===== src/rtl/mmio_uart_bridge_if.sv =====
`default_nettype none
// +----------------------------------------------------------------------+
// | mmio_uart_bridge_if                                                  |
// | Core byte-bus and UART-side signal bundle for the MMIO UART bridge.  |
// | Revision: 1.0                                                        |
// +----------------------------------------------------------------------+
interface mmio_uart_bridge_if;
   logic        rdy_in;
   logic [31:0] mem_a;
   logic [7:0]  mem_dout;
   logic        mem_wr;
   logic [7:0]  io_din;
   logic        io_buffer_full;
   logic [7:0]  tx_data;
   logic        tx_valid;
   logic        tx_ready;
   logic [7:0]  rx_data;
   logic        rx_valid;
   logic        rx_pop;
   logic        program_stop;
   logic        tx_overflow;

   modport slave (
      input  rdy_in, mem_a, mem_dout, mem_wr, tx_ready, rx_data, rx_valid,
      output io_din, io_buffer_full, tx_data, tx_valid, rx_pop, program_stop, tx_overflow
   );

   modport master (
      output rdy_in, mem_a, mem_dout, mem_wr, tx_ready, rx_data, rx_valid,
      input  io_din, io_buffer_full, tx_data, tx_valid, rx_pop, program_stop, tx_overflow
   );
endinterface
`default_nettype wire


===== src/rtl/mmio_uart_bridge.sv =====
`default_nettype none
// +----------------------------------------------------------------------+
// | mmio_uart_bridge                                                     |
// | I/O window decode, TX FIFO toward the UART, RX and cycle-counter     |
// | reads, back-pressure and program-stop indication.                    |
// | Revision: 1.0                                                        |
// +----------------------------------------------------------------------+
module mmio_uart_bridge #(
   parameter int FIFO_AW     = 4,
   parameter int FULL_MARGIN = 2
) (
   input  wire logic           clk_in,
   input  wire logic           rst_in,
   mmio_uart_bridge_if.slave   bus
);
   localparam int                 c_depth   = 1 << FIFO_AW;
   localparam logic [FIFO_AW:0]   c_depth_v = (FIFO_AW+1)'(c_depth);
   localparam logic [FIFO_AW:0]   c_margin  = (FIFO_AW+1)'(FULL_MARGIN);

   logic [7:0]         r_mem [c_depth];
   logic [FIFO_AW-1:0] r_rd_ptr;
   logic [FIFO_AW-1:0] r_wr_ptr;
   logic [FIFO_AW:0]   r_count;
   logic               r_full;
   logic               r_overflow;
   logic               r_stop_pending;
   logic               r_program_stop;
   logic [7:0]         r_io_din;
   logic [31:0]        r_cycle;
   logic [31:0]        r_snapshot;

   logic               w_io_sel;
   logic               w_off4;
   logic               w_wr;
   logic               w_rd;
   logic               w_push_req;
   logic [7:0]         w_push_data;
   logic               w_push;
   logic               w_pop;
   logic               w_tx_valid;
   logic [7:0]         w_head;
   logic [FIFO_AW:0]   w_count_next;
   logic [FIFO_AW:0]   w_free_next;
   logic [7:0]         w_rd_byte;
   logic               w_unused_addr;

   assign w_io_sel      = bus.rdy_in & (bus.mem_a[17:16] == 2'b11);
   assign w_off4        = bus.mem_a[2];
   assign w_wr          = w_io_sel & bus.mem_wr;
   assign w_rd          = w_io_sel & ~bus.mem_wr;
   assign w_unused_addr = ^{bus.mem_a[31:18], bus.mem_a[15:3]};

   // Zero data bytes at offset 0 are dropped; offset 4 always queues the terminator.
   assign w_push_req  = w_wr & ~r_stop_pending & (w_off4 | (bus.mem_dout != 8'h00));
   assign w_push_data = w_off4 ? 8'h00 : bus.mem_dout;

   assign w_tx_valid = (r_count != '0);
   assign w_head     = r_mem[r_rd_ptr];
   assign w_pop      = w_tx_valid & bus.tx_ready;
   assign w_push     = w_push_req & ((r_count != c_depth_v) | w_pop);

   assign w_count_next = r_count + (FIFO_AW+1)'(w_push) - (FIFO_AW+1)'(w_pop);
   assign w_free_next  = c_depth_v - w_count_next;

   always_comb begin
      w_rd_byte = 8'h00;
      if (!w_off4) begin
         w_rd_byte = bus.rx_valid ? bus.rx_data : 8'h00;
      end else begin
         case (bus.mem_a[1:0])
            2'd0:    w_rd_byte = r_cycle[7:0];
            2'd1:    w_rd_byte = r_snapshot[15:8];
            2'd2:    w_rd_byte = r_snapshot[23:16];
            default: w_rd_byte = r_snapshot[31:24];
         endcase
      end
   end

   always_ff @(posedge clk_in) begin
      if (w_push) begin
         r_mem[r_wr_ptr] <= w_push_data;
      end
   end

   always_ff @(posedge clk_in or posedge rst_in) begin
      if (rst_in) begin
         r_rd_ptr       <= '0;
         r_wr_ptr       <= '0;
         r_count        <= '0;
         r_full         <= 1'b0;
         r_overflow     <= 1'b0;
         r_stop_pending <= 1'b0;
         r_program_stop <= 1'b0;
         r_io_din       <= 8'h00;
         r_cycle        <= 32'h0;
         r_snapshot     <= 32'h0;
      end else begin
         r_cycle <= r_cycle + 32'd1;
         if (w_push) begin
            r_wr_ptr <= r_wr_ptr + FIFO_AW'(1);
         end
         if (w_pop) begin
            r_rd_ptr <= r_rd_ptr + FIFO_AW'(1);
         end
         r_count <= w_count_next;
         r_full  <= (w_free_next <= c_margin);
         if (w_push_req && !w_push) begin
            r_overflow <= 1'b1;
         end
         if (w_push_req && w_off4) begin
            r_stop_pending <= 1'b1;
         end
         // Only the terminator is ever queued as 0x00, so a zero pop ends the program.
         if (w_pop && r_stop_pending && (w_head == 8'h00)) begin
            r_program_stop <= 1'b1;
         end
         if (w_rd) begin
            r_io_din <= w_rd_byte;
            if (w_off4 && (bus.mem_a[1:0] == 2'd0)) begin
               r_snapshot <= r_cycle;
            end
         end
      end
   end

   assign bus.io_din         = r_io_din;
   assign bus.io_buffer_full = r_full;
   assign bus.tx_valid       = w_tx_valid;
   assign bus.tx_data        = w_tx_valid ? w_head : 8'h00;
   assign bus.rx_pop         = w_rd & ~w_off4 & bus.rx_valid;
   assign bus.program_stop   = r_program_stop;
   assign bus.tx_overflow    = r_overflow;
endmodule
`default_nettype wire


===== src/flat_wrapper.sv =====
// flat-port wrapper written by rule: the top's interface ports become plain ports
module mmio_uart_bridge_flat 
#(
   parameter int FIFO_AW     = 4,
   parameter int FULL_MARGIN = 2
)
  (clk_in, rst_in, bus_rdy_in, bus_mem_a, bus_mem_dout, bus_mem_wr, bus_tx_ready, bus_rx_data, bus_rx_valid, bus_io_din, bus_io_buffer_full, bus_tx_data, bus_tx_valid, bus_rx_pop, bus_program_stop, bus_tx_overflow);
  mmio_uart_bridge_if bus_i ();
  input  wire logic clk_in;
  input  wire logic rst_in;
  input wire logic [$bits(bus_i.rdy_in)-1:0] bus_rdy_in;
  input wire logic [$bits(bus_i.mem_a)-1:0] bus_mem_a;
  input wire logic [$bits(bus_i.mem_dout)-1:0] bus_mem_dout;
  input wire logic [$bits(bus_i.mem_wr)-1:0] bus_mem_wr;
  input wire logic [$bits(bus_i.tx_ready)-1:0] bus_tx_ready;
  input wire logic [$bits(bus_i.rx_data)-1:0] bus_rx_data;
  input wire logic [$bits(bus_i.rx_valid)-1:0] bus_rx_valid;
  output wire logic [$bits(bus_i.io_din)-1:0] bus_io_din;
  output wire logic [$bits(bus_i.io_buffer_full)-1:0] bus_io_buffer_full;
  output wire logic [$bits(bus_i.tx_data)-1:0] bus_tx_data;
  output wire logic [$bits(bus_i.tx_valid)-1:0] bus_tx_valid;
  output wire logic [$bits(bus_i.rx_pop)-1:0] bus_rx_pop;
  output wire logic [$bits(bus_i.program_stop)-1:0] bus_program_stop;
  output wire logic [$bits(bus_i.tx_overflow)-1:0] bus_tx_overflow;
  assign bus_i.rdy_in = bus_rdy_in;
  assign bus_i.mem_a = bus_mem_a;
  assign bus_i.mem_dout = bus_mem_dout;
  assign bus_i.mem_wr = bus_mem_wr;
  assign bus_i.tx_ready = bus_tx_ready;
  assign bus_i.rx_data = bus_rx_data;
  assign bus_i.rx_valid = bus_rx_valid;
  assign bus_io_din = bus_i.io_din;
  assign bus_io_buffer_full = bus_i.io_buffer_full;
  assign bus_tx_data = bus_i.tx_data;
  assign bus_tx_valid = bus_i.tx_valid;
  assign bus_rx_pop = bus_i.rx_pop;
  assign bus_program_stop = bus_i.program_stop;
  assign bus_tx_overflow = bus_i.tx_overflow;
  mmio_uart_bridge #(.FIFO_AW(FIFO_AW), .FULL_MARGIN(FULL_MARGIN)) u_core (.clk_in(clk_in), .rst_in(rst_in), .bus(bus_i));
endmodule

===== config.mk =====
export PLATFORM = sky130hd
export DESIGN_NAME = mmio_uart_bridge_flat
export DESIGN_NICKNAME = d
export VERILOG_FILES = /design/src/rtl/mmio_uart_bridge_if.sv /design/src/rtl/mmio_uart_bridge.sv /design/src/flat_wrapper.sv
export SDC_FILE = /design/constraint.sdc
export NUM_CORES = 1
export LEC_CHECK = 0
export BUFFER_PORTS_ARGS = -buffer_cell sky130_fd_sc_hd__buf_4
export CORE_MARGIN = 5
export CORE_UTILIZATION = 46
export CTS_CLUSTER_SIZE = 10
export DETAILED_ROUTE_END_ITERATION = 8
export PLACE_DENSITY_LB_ADDON = 0.15
export SYNTH_ARGS = -nofsm -noshare
export SYNTH_HDL_FRONTEND = slang
export SYNTH_SLANG_ARGS = --single-unit

===== constraint.sdc =====
create_clock -name clk_in -period 3.32 [get_ports clk_in]
set_clock_uncertainty 0.2 [all_clocks]
set_input_delay 0.166 -clock clk_in [delete_from_list [all_inputs] [get_ports clk_in]]
set_output_delay 0.166 -clock clk_in [all_outputs]
set_load 0.05 [all_outputs]

==> results.cfg, run 1 <==
[synthesis]
muxShareOfSynthArea_pct = 14.3
synth_compound_area_share_pct = 3.42
synth_adder_area_share_pct = 2.06
synth_edf_count = 128
yosysUniqueCellTypes = 49
synthCells = 557
async_reset_ff_share_pct = 38.8
ys_warn_count = 0
synth_area_leaders = edfxtp_1, dfrtp_1, mux4_2, mux2_1, xnor2_1
syn_area_um2 = 8880
synth-seq-cells = 209
syn_nets = 625
ys.flop_type = edfxtp_1
synth_top_area_share_pct = 43.3
synth_xor_area_share_pct = 3.94
yosysTopAreaCell = edfxtp_1
synth_seq_area_share_pct = 66.1
synth_top_family_by_area = multiplexers
synthSimpleGateAreaFrac_pct = 8.10
syn_avg_cell_area_um2 = 15.9

[floorplanning]
start_util_pct = 47.2
die_x_um = 149
num_rows = 50
core_um2 = 18800
die_h_um = 149
dieArea_um2 = 22200
pin_count = 75

[sta]
fin_setup_tns_ns = 0
grt_setup_unrepaired = false
max-slew-margin-rel_pct = 23.2
min_period_over_period_pct = 92.5
fmax_mhz = 326
slew_viol_final = 0
fin_crit_ns = 3.07
final-setup-viol-count = 0
hold_viol_final = 0
worstMarginPinSlew_ns = 1.15

[worst_setup_path]
cp-start-kind = flip-flop
critPathArrivalTime_ns = 2.71
reg2reg_depth = 13
max_stage_delay_ns = 0.54
rr_endpoint = u_core.bus.io_buffer_full
critPathLaunch = u_core.r_rd_ptr[1]
path_cells = buf_4 > buf_4 > mux4_2 > mux2i_1 > a211oi_1 > buf_4
r2r_start = u_core.r_count[3]
cp_max_fo = 17
cp.required_ns = 2.95
reg2reg_slack_ns = 0.32
worstSetupPathType = flip-flop to output pin
crit_slowest_cell = mux4_2
crit_path_end_kind = output pin
crit_top_cell = buf_4

[hold_path]
hold_end = u_core.r_stop_pending
min_from = bus_mem_a[2]
hp-class = primary input to flip-flop
hold_depth = 3

[placed_design]
io_buffer_count = 47
dp_hpwl_um = 12400
dpl_cell_area_um2 = 9550
gp_congestion = 0.772

[pwr]
p_sw_mw = 2.47
power_frac_comb_pct = 30.7
p_per_area_nw_per_um2 = 742
clock_power_share_pct = 30.8
switching_share_pct = 31.8
p_int_mw = 5.30
seqPwrFrac_pct = 38.5
leakage_nw = 4.14
ir_worst_vdd_mv = 0.391

[cts]
cts-root-buf = clkbuf_16
clkSinkCount = 209
clk_pin_slew_ns = 0.06
htree_num_levels = 1
clockBufferDepth = 3
clk_latency_ns = 0.51
cts_tree = yes
cts-buffers-inserted = 25

[global_route]
grt_pass1_vias = 5131
grt_usage_pct = 16.9
antenna_found_initial = 0
grt_overflow = 0
grt_pass1_wl_um = 28900
grt_max_degree = 61

[finish]
multiInputGateArea_um2 = 2830
final-seq-area_um2 = 5870
n_antenna_cell = 0
finalNetCount = 711
n_fill_cell = 1498
drive_gt1_share_pct = 19.2
stdcell_area_um2 = 10500
syn_to_final_growth_pct = 18.0

[routing]
post_drt_wl_per_cell_um = 20.1
initialDrtViolationCount = 376
drt_wl_total_um = 18500
drc_errors = 0
ant_nets = 0
vias = 4979
viasPerCell = 5.41
first_pass_iters = 5

[flow_run]
drv_cap = 0

[outcome]
outcome = finished, final reports clean
routing by layer:
metal  vias to the layer above  GRT usage (%)  share of wire, %
li1                       2276              -                 -
met1                      2564           23.9                45
met2                        99           27.0                48
met3                        40           2.89               4.2
met4                         0           5.26               2.7
met5                         -              0                 0
cells in the mapped netlist (2+ instances only):
cell,instances
mux2_2,2
xnor2_1,20
buf_1,2
buf_2,4
dfrtp_1,81
a22oi_1,10
edfxtp_1,128
xor2_1,20
ha_1,13
nand3_1,13
o21ai_1,14
inv_1,19
a211oi_1,2
mux2_1,20
and2_1,20
and3_1,5
clkbuf_1,12
and4_1,4
nand4_1,5
a21o_1,2
mux2i_1,10
a221oi_1,4
inv_2,2
mux4_1,6
nor3_1,13
nor2_1,17
nor4_1,2
nand3b_1,2
nor3b_1,3
a21oi_1,4
o21bai_1,3
nand2_1,33
mux4_2,34
nor2b_1,13
state kept, by name, indices dropped and copies added (netlist names):
register	cells
u_core.bus.program_stop	1
u_core.r_cycle	32
u_core.r_stop_pending	1
u_core.bus.tx_overflow	1
u_core.r_snapshot	24
u_core.r_rd_ptr	4
u_core.bus.io_din	8
u_core.r_wr_ptr	4
u_core.r_mem	128
u_core.bus.io_buffer_full	1
u_core.r_count	5
kinds of logic after synthesis:
family,count (synthesis)
adders and majority gates,14
AOI/OAI and AO/OA,45
muxes,72
DFF,209
buffers and inverters,41
xor gates and xnor gates,40
and+or+nand+nor,136
timing repair:
| item | CTS | global route |
|---|---|---|
| endpoints found under the hold margin | 72 | 0 |
| gates resized for setup | 0 | 1 |
| endpoints found under the setup margin | 0 | 1 |
| setup buffers | 0 | 0 |
| hold buffers | 21 | 0 |
layout by cell type, fill, tap and decap left out, drive strengths merged, types with 13 or more instances in the layout:
cell	instances
nor2	17
nor3	13
nand3	13
edfxtp	128
xor2	20
nand2	33
mux2	22
dlygate4sd3	21
clkbuf	42
dfrtp	81
ha	13
and2	20
nor2b	13
o21ai	15
inv	22
xnor2	20
buf	58
mux4	40
area by class of cell:
type | count | share of cell area (%)
sequential | 209 | 56.0
timing repair buffer | 79 | 6.28
multi-input combinational | 307 | 27.1
tap | 260 | 3.11
inverter | 21 | 0.764
clock inverter | 2 | 0.167
clock buffer | 42 | 6.58
how the worst max path moves through the flow:
stage / to / slack (ns) / cells past startpoint
6_report: bus_tx_data[4] / 0.25 / 6
5_1_grt: u_core.bus.io_buffer_full / 0.07 / 13
4_1_cts: u_core.bus.io_buffer_full / 0.22 / 13
3_5_place_dp: u_core.bus.io_buffer_full / 0.25 / 13
3_3_place_gp: u_core.bus.io_buffer_full / 0.32 / 14
2_1_floorplan: u_core.bus.io_buffer_full / 0.02 / 13
critical path, delay by kind of cell, from the launching register on:
family,cells,cell delay (ns)
multiplexers,2,0.90
buffers and inverters,3,0.83
flip-flops,1,0.34
AO/OA/AOI/OAI,1,0.14
metrics by stage:
step	setup WS [ns]	hold WS (ns)	power [mW]	util (%)	cells
global route	0.0693	0.0163	8.14	55.6	920
CTS	0.215	0.000794	7.85	55.6	920
finish	0.249	0.00947	7.77	55.6	920
floorplan	0.0205	0.137	4.81	-	557
global placement	0.323	0.245	5.38	50.7	855
detailed placement	0.251	0.253	5.41	50.7	855
power by group through the flow:
stage | registers, mW | clock network [mW] | logic (mW)
2_1_floorplan | 3.07 | 0 | 1.74
5_1_grt | 3.01 | 2.55 | 2.57
3_5_place_dp | 3.04 | 0 | 2.37
4_1_cts | 2.99 | 2.45 | 2.41
6_report | 3.00 | 2.39 | 2.38
3_3_place_gp | 3.04 | 0 | 2.34
Power figures use the tool's default switching activity.
==> run 2, diff against run 1 <==
--- a/config.mk
+++ b/config.mk
@@ -10,6 +10,7 @@
 export CORE_UTILIZATION = 46
 export CTS_CLUSTER_SIZE = 10
 export DETAILED_ROUTE_END_ITERATION = 8
+export GPL_TIMING_DRIVEN = 0
 export PLACE_DENSITY_LB_ADDON = 0.15
 export SYNTH_ARGS = -nofsm -noshare
 export SYNTH_HDL_FRONTEND = slang
==> constraint.sdc (replaced) <==
create_clock -name clk_in -period 3.3 [get_ports clk_in]
set_clock_uncertainty 0.2 [all_clocks]
set_input_delay 0.165 -clock clk_in [delete_from_list [all_inputs] [get_ports clk_in]]
set_output_delay 0.165 -clock clk_in [all_outputs]
set_load 0.05 [all_outputs]
==> results.cfg, run 2 (synthesis results as in run 1) <==
[worst_setup_path]
reg2reg_depth = 6
cp.required_ns = 2.93
cp-start-kind = flip-flop
crit_slowest_cell = clkbuf_1
cp_max_fo = 10
crit_path_end_kind = output pin
max_stage_delay_ns = 0.56
path_cells = clkbuf_1 > clkbuf_2 > mux4_2 > mux2i_1 > a211oi_1 > buf_4
worst-path-buf-inv = 3
critPathArrivalTime_ns = 2.80
worstSetupPathDepth = 6
cp_top_family = buffers and inverters
worstSetupPathType = flip-flop to output pin

[floorplanning]
num_rows = 50
start_util_pct = 47.2
die_h_um = 149
core_um2 = 18800
dieArea_um2 = 22200
pin_count = 75
die_x_um = 149

[placed_design]
dp_hpwl_um = 12600
gp_congestion = 0.759
io_buffer_count = 45
dpl_cell_area_um2 = 9570
post-place-ws_ns = -0.578
dp.cells = 863

[sta]
final-setup-viol-count = 0
hold_viol_final = 0
worstMarginPinSlew_ns = 1.08
fmax_mhz = 316
max-slew-margin-rel_pct = 27.8
slew_viol_final = 0
grt_setup_unrepaired = false
setup_slack_ns = 0.131
min_period_over_period_pct = 96.0
fin_crit_ns = 3.17

[outcome]
outcome = finished, final reports clean

[pwr]
p_sw_mw = 2.51
switching_share_pct = 31.8
power_frac_comb_pct = 31.2
finalPower_mw = 7.88
leakage_nw = 4.12
p_int_mw = 5.38
ir_worst_vdd_mv = 0.357
p_per_area_nw_per_um2 = 752
seqPwrFrac_pct = 38.3
clock_power_share_pct = 30.5

[routing]
drc_errors = 0
vias = 4958
viasPerCell = 5.40
initialDrtViolationCount = 283
drt_wl_total_um = 18300
first_pass_iters = 4
ant_nets = 0
post_drt_wl_per_cell_um = 19.9

[finish]
largest_reg_flops = 128
final_cell_mix = edfxtp_1, dfrtp_1, buf_4
n_antenna_cell = 0
final_common_cell = edfxtp_1
n_fill_cell = 1500
syn_to_final_growth_pct = 17.9
largestRegisters = u_core.r_mem: 128 flops, u_core.r_cycle: 32 flops, u_core.r_snapshot: 24 flops
stdcell_count = 918
stdcell_area_um2 = 10500
finalNetCount = 711
drive_gt1_share_pct = 19.6
utilization_pct = 55.6
largest_register = u_core.r_mem

[global_route]
antenna_found_initial = 0
grt_overflow = 0
grt_pass1_vias = 5183
grt_max_degree = 69
grt_pass1_wl_um = 29100
grt_usage_pct = 16.9

[cts]
cts-buffers-inserted = 25
clockBufferDepth = 3
cts-root-buf = clkbuf_16
cts_tree = yes
clkSinkCount = 209
clk_pin_slew_ns = 0.06
htree_num_levels = 1
clk_latency_ns = 0.50

[flow_run]
drv_cap = 0

[hold_path]
hold_depth = 5
hp-class = primary input to flip-flop
run 2: tightest hold or removal path, delay by kind of cell:
family / cells / cell delay, ns
and+or+nand+nor: 3 / 0.31
AOI/OAI and AO/OA: 1 / 0.12
buffers and inverters: 1 / 0.08
run 2: path summary, 6_finish.rpt:
| path | start | endpoint | slack, ns |
|---|---|---|---|
| min in group asynchronous | rst_in | u_core.r_rd_ptr[3] | 0.53 |
| min | bus_mem_dout[6] | u_core.bus.tx_overflow | 0.02 |
| min reg2reg | u_core.r_cycle[31] | u_core.r_cycle[31] | 0.27 |
| max | u_core.r_rd_ptr[2] | bus_tx_data[4] | 0.13 |
| max in group asynchronous | rst_in | u_core.r_snapshot[22] | 1.78 |
| max reg2reg | u_core.r_rd_ptr[0] | u_core.bus.program_stop | 0.24 |
run 2: power groups by stage:
stage	combinational [mW]	clock, mW	sequential, mW
floorplan	1.75	0	3.09
global placement	2.39	0	3.05
detailed placement	2.42	0	3.06
CTS	2.47	2.46	3.02
global route	2.66	2.59	3.03
finish	2.46	2.41	3.02
run 2: area by class of cell:
cell class	instances	area, um^2	area share, %
clock buffers	40	702	6.70
plain buffers	19	109	1.04
flip-flops and latches	209	5870	56.0
clock inverters	2	17.5	0.167
inverters	21	81.3	0.776
multi-input cells	307	2870	27.4
repair buffers	60	503	4.80
well taps	260	325	3.11
run 2: layer usage:
metal / part of all wire [%] / vias up / global-route usage (%) / wire [um]
met5: 0 / - / 0 / 0
met4: 1.6 / 0 / 4.16 / 301
met3: 5.2 / 21 / 2.61 / 958
met2: 48 / 98 / 27.1 / 8730
met1: 45 / 2555 / 24.6 / 8300
li1: - / 2284 / - / -
run 2: stage by stage:
step / setup TNS, ns / hold slack, ns
floorplan: 0 / 0.136
global placement: -2.91 / 0.251
detailed placement: -0.912 / -0.0903
CTS: 0 / 0.0183
global route: 0 / 0.0831
finish: 0 / 0.0159
run 2: timing repair:
item,in CTS,in global routing
endpoints found under the hold margin,97,0
endpoints found under the setup margin,8,5
setup buffers,0,1
hold buffers,13,0
gates cloned,0,0
resized for setup,6,6
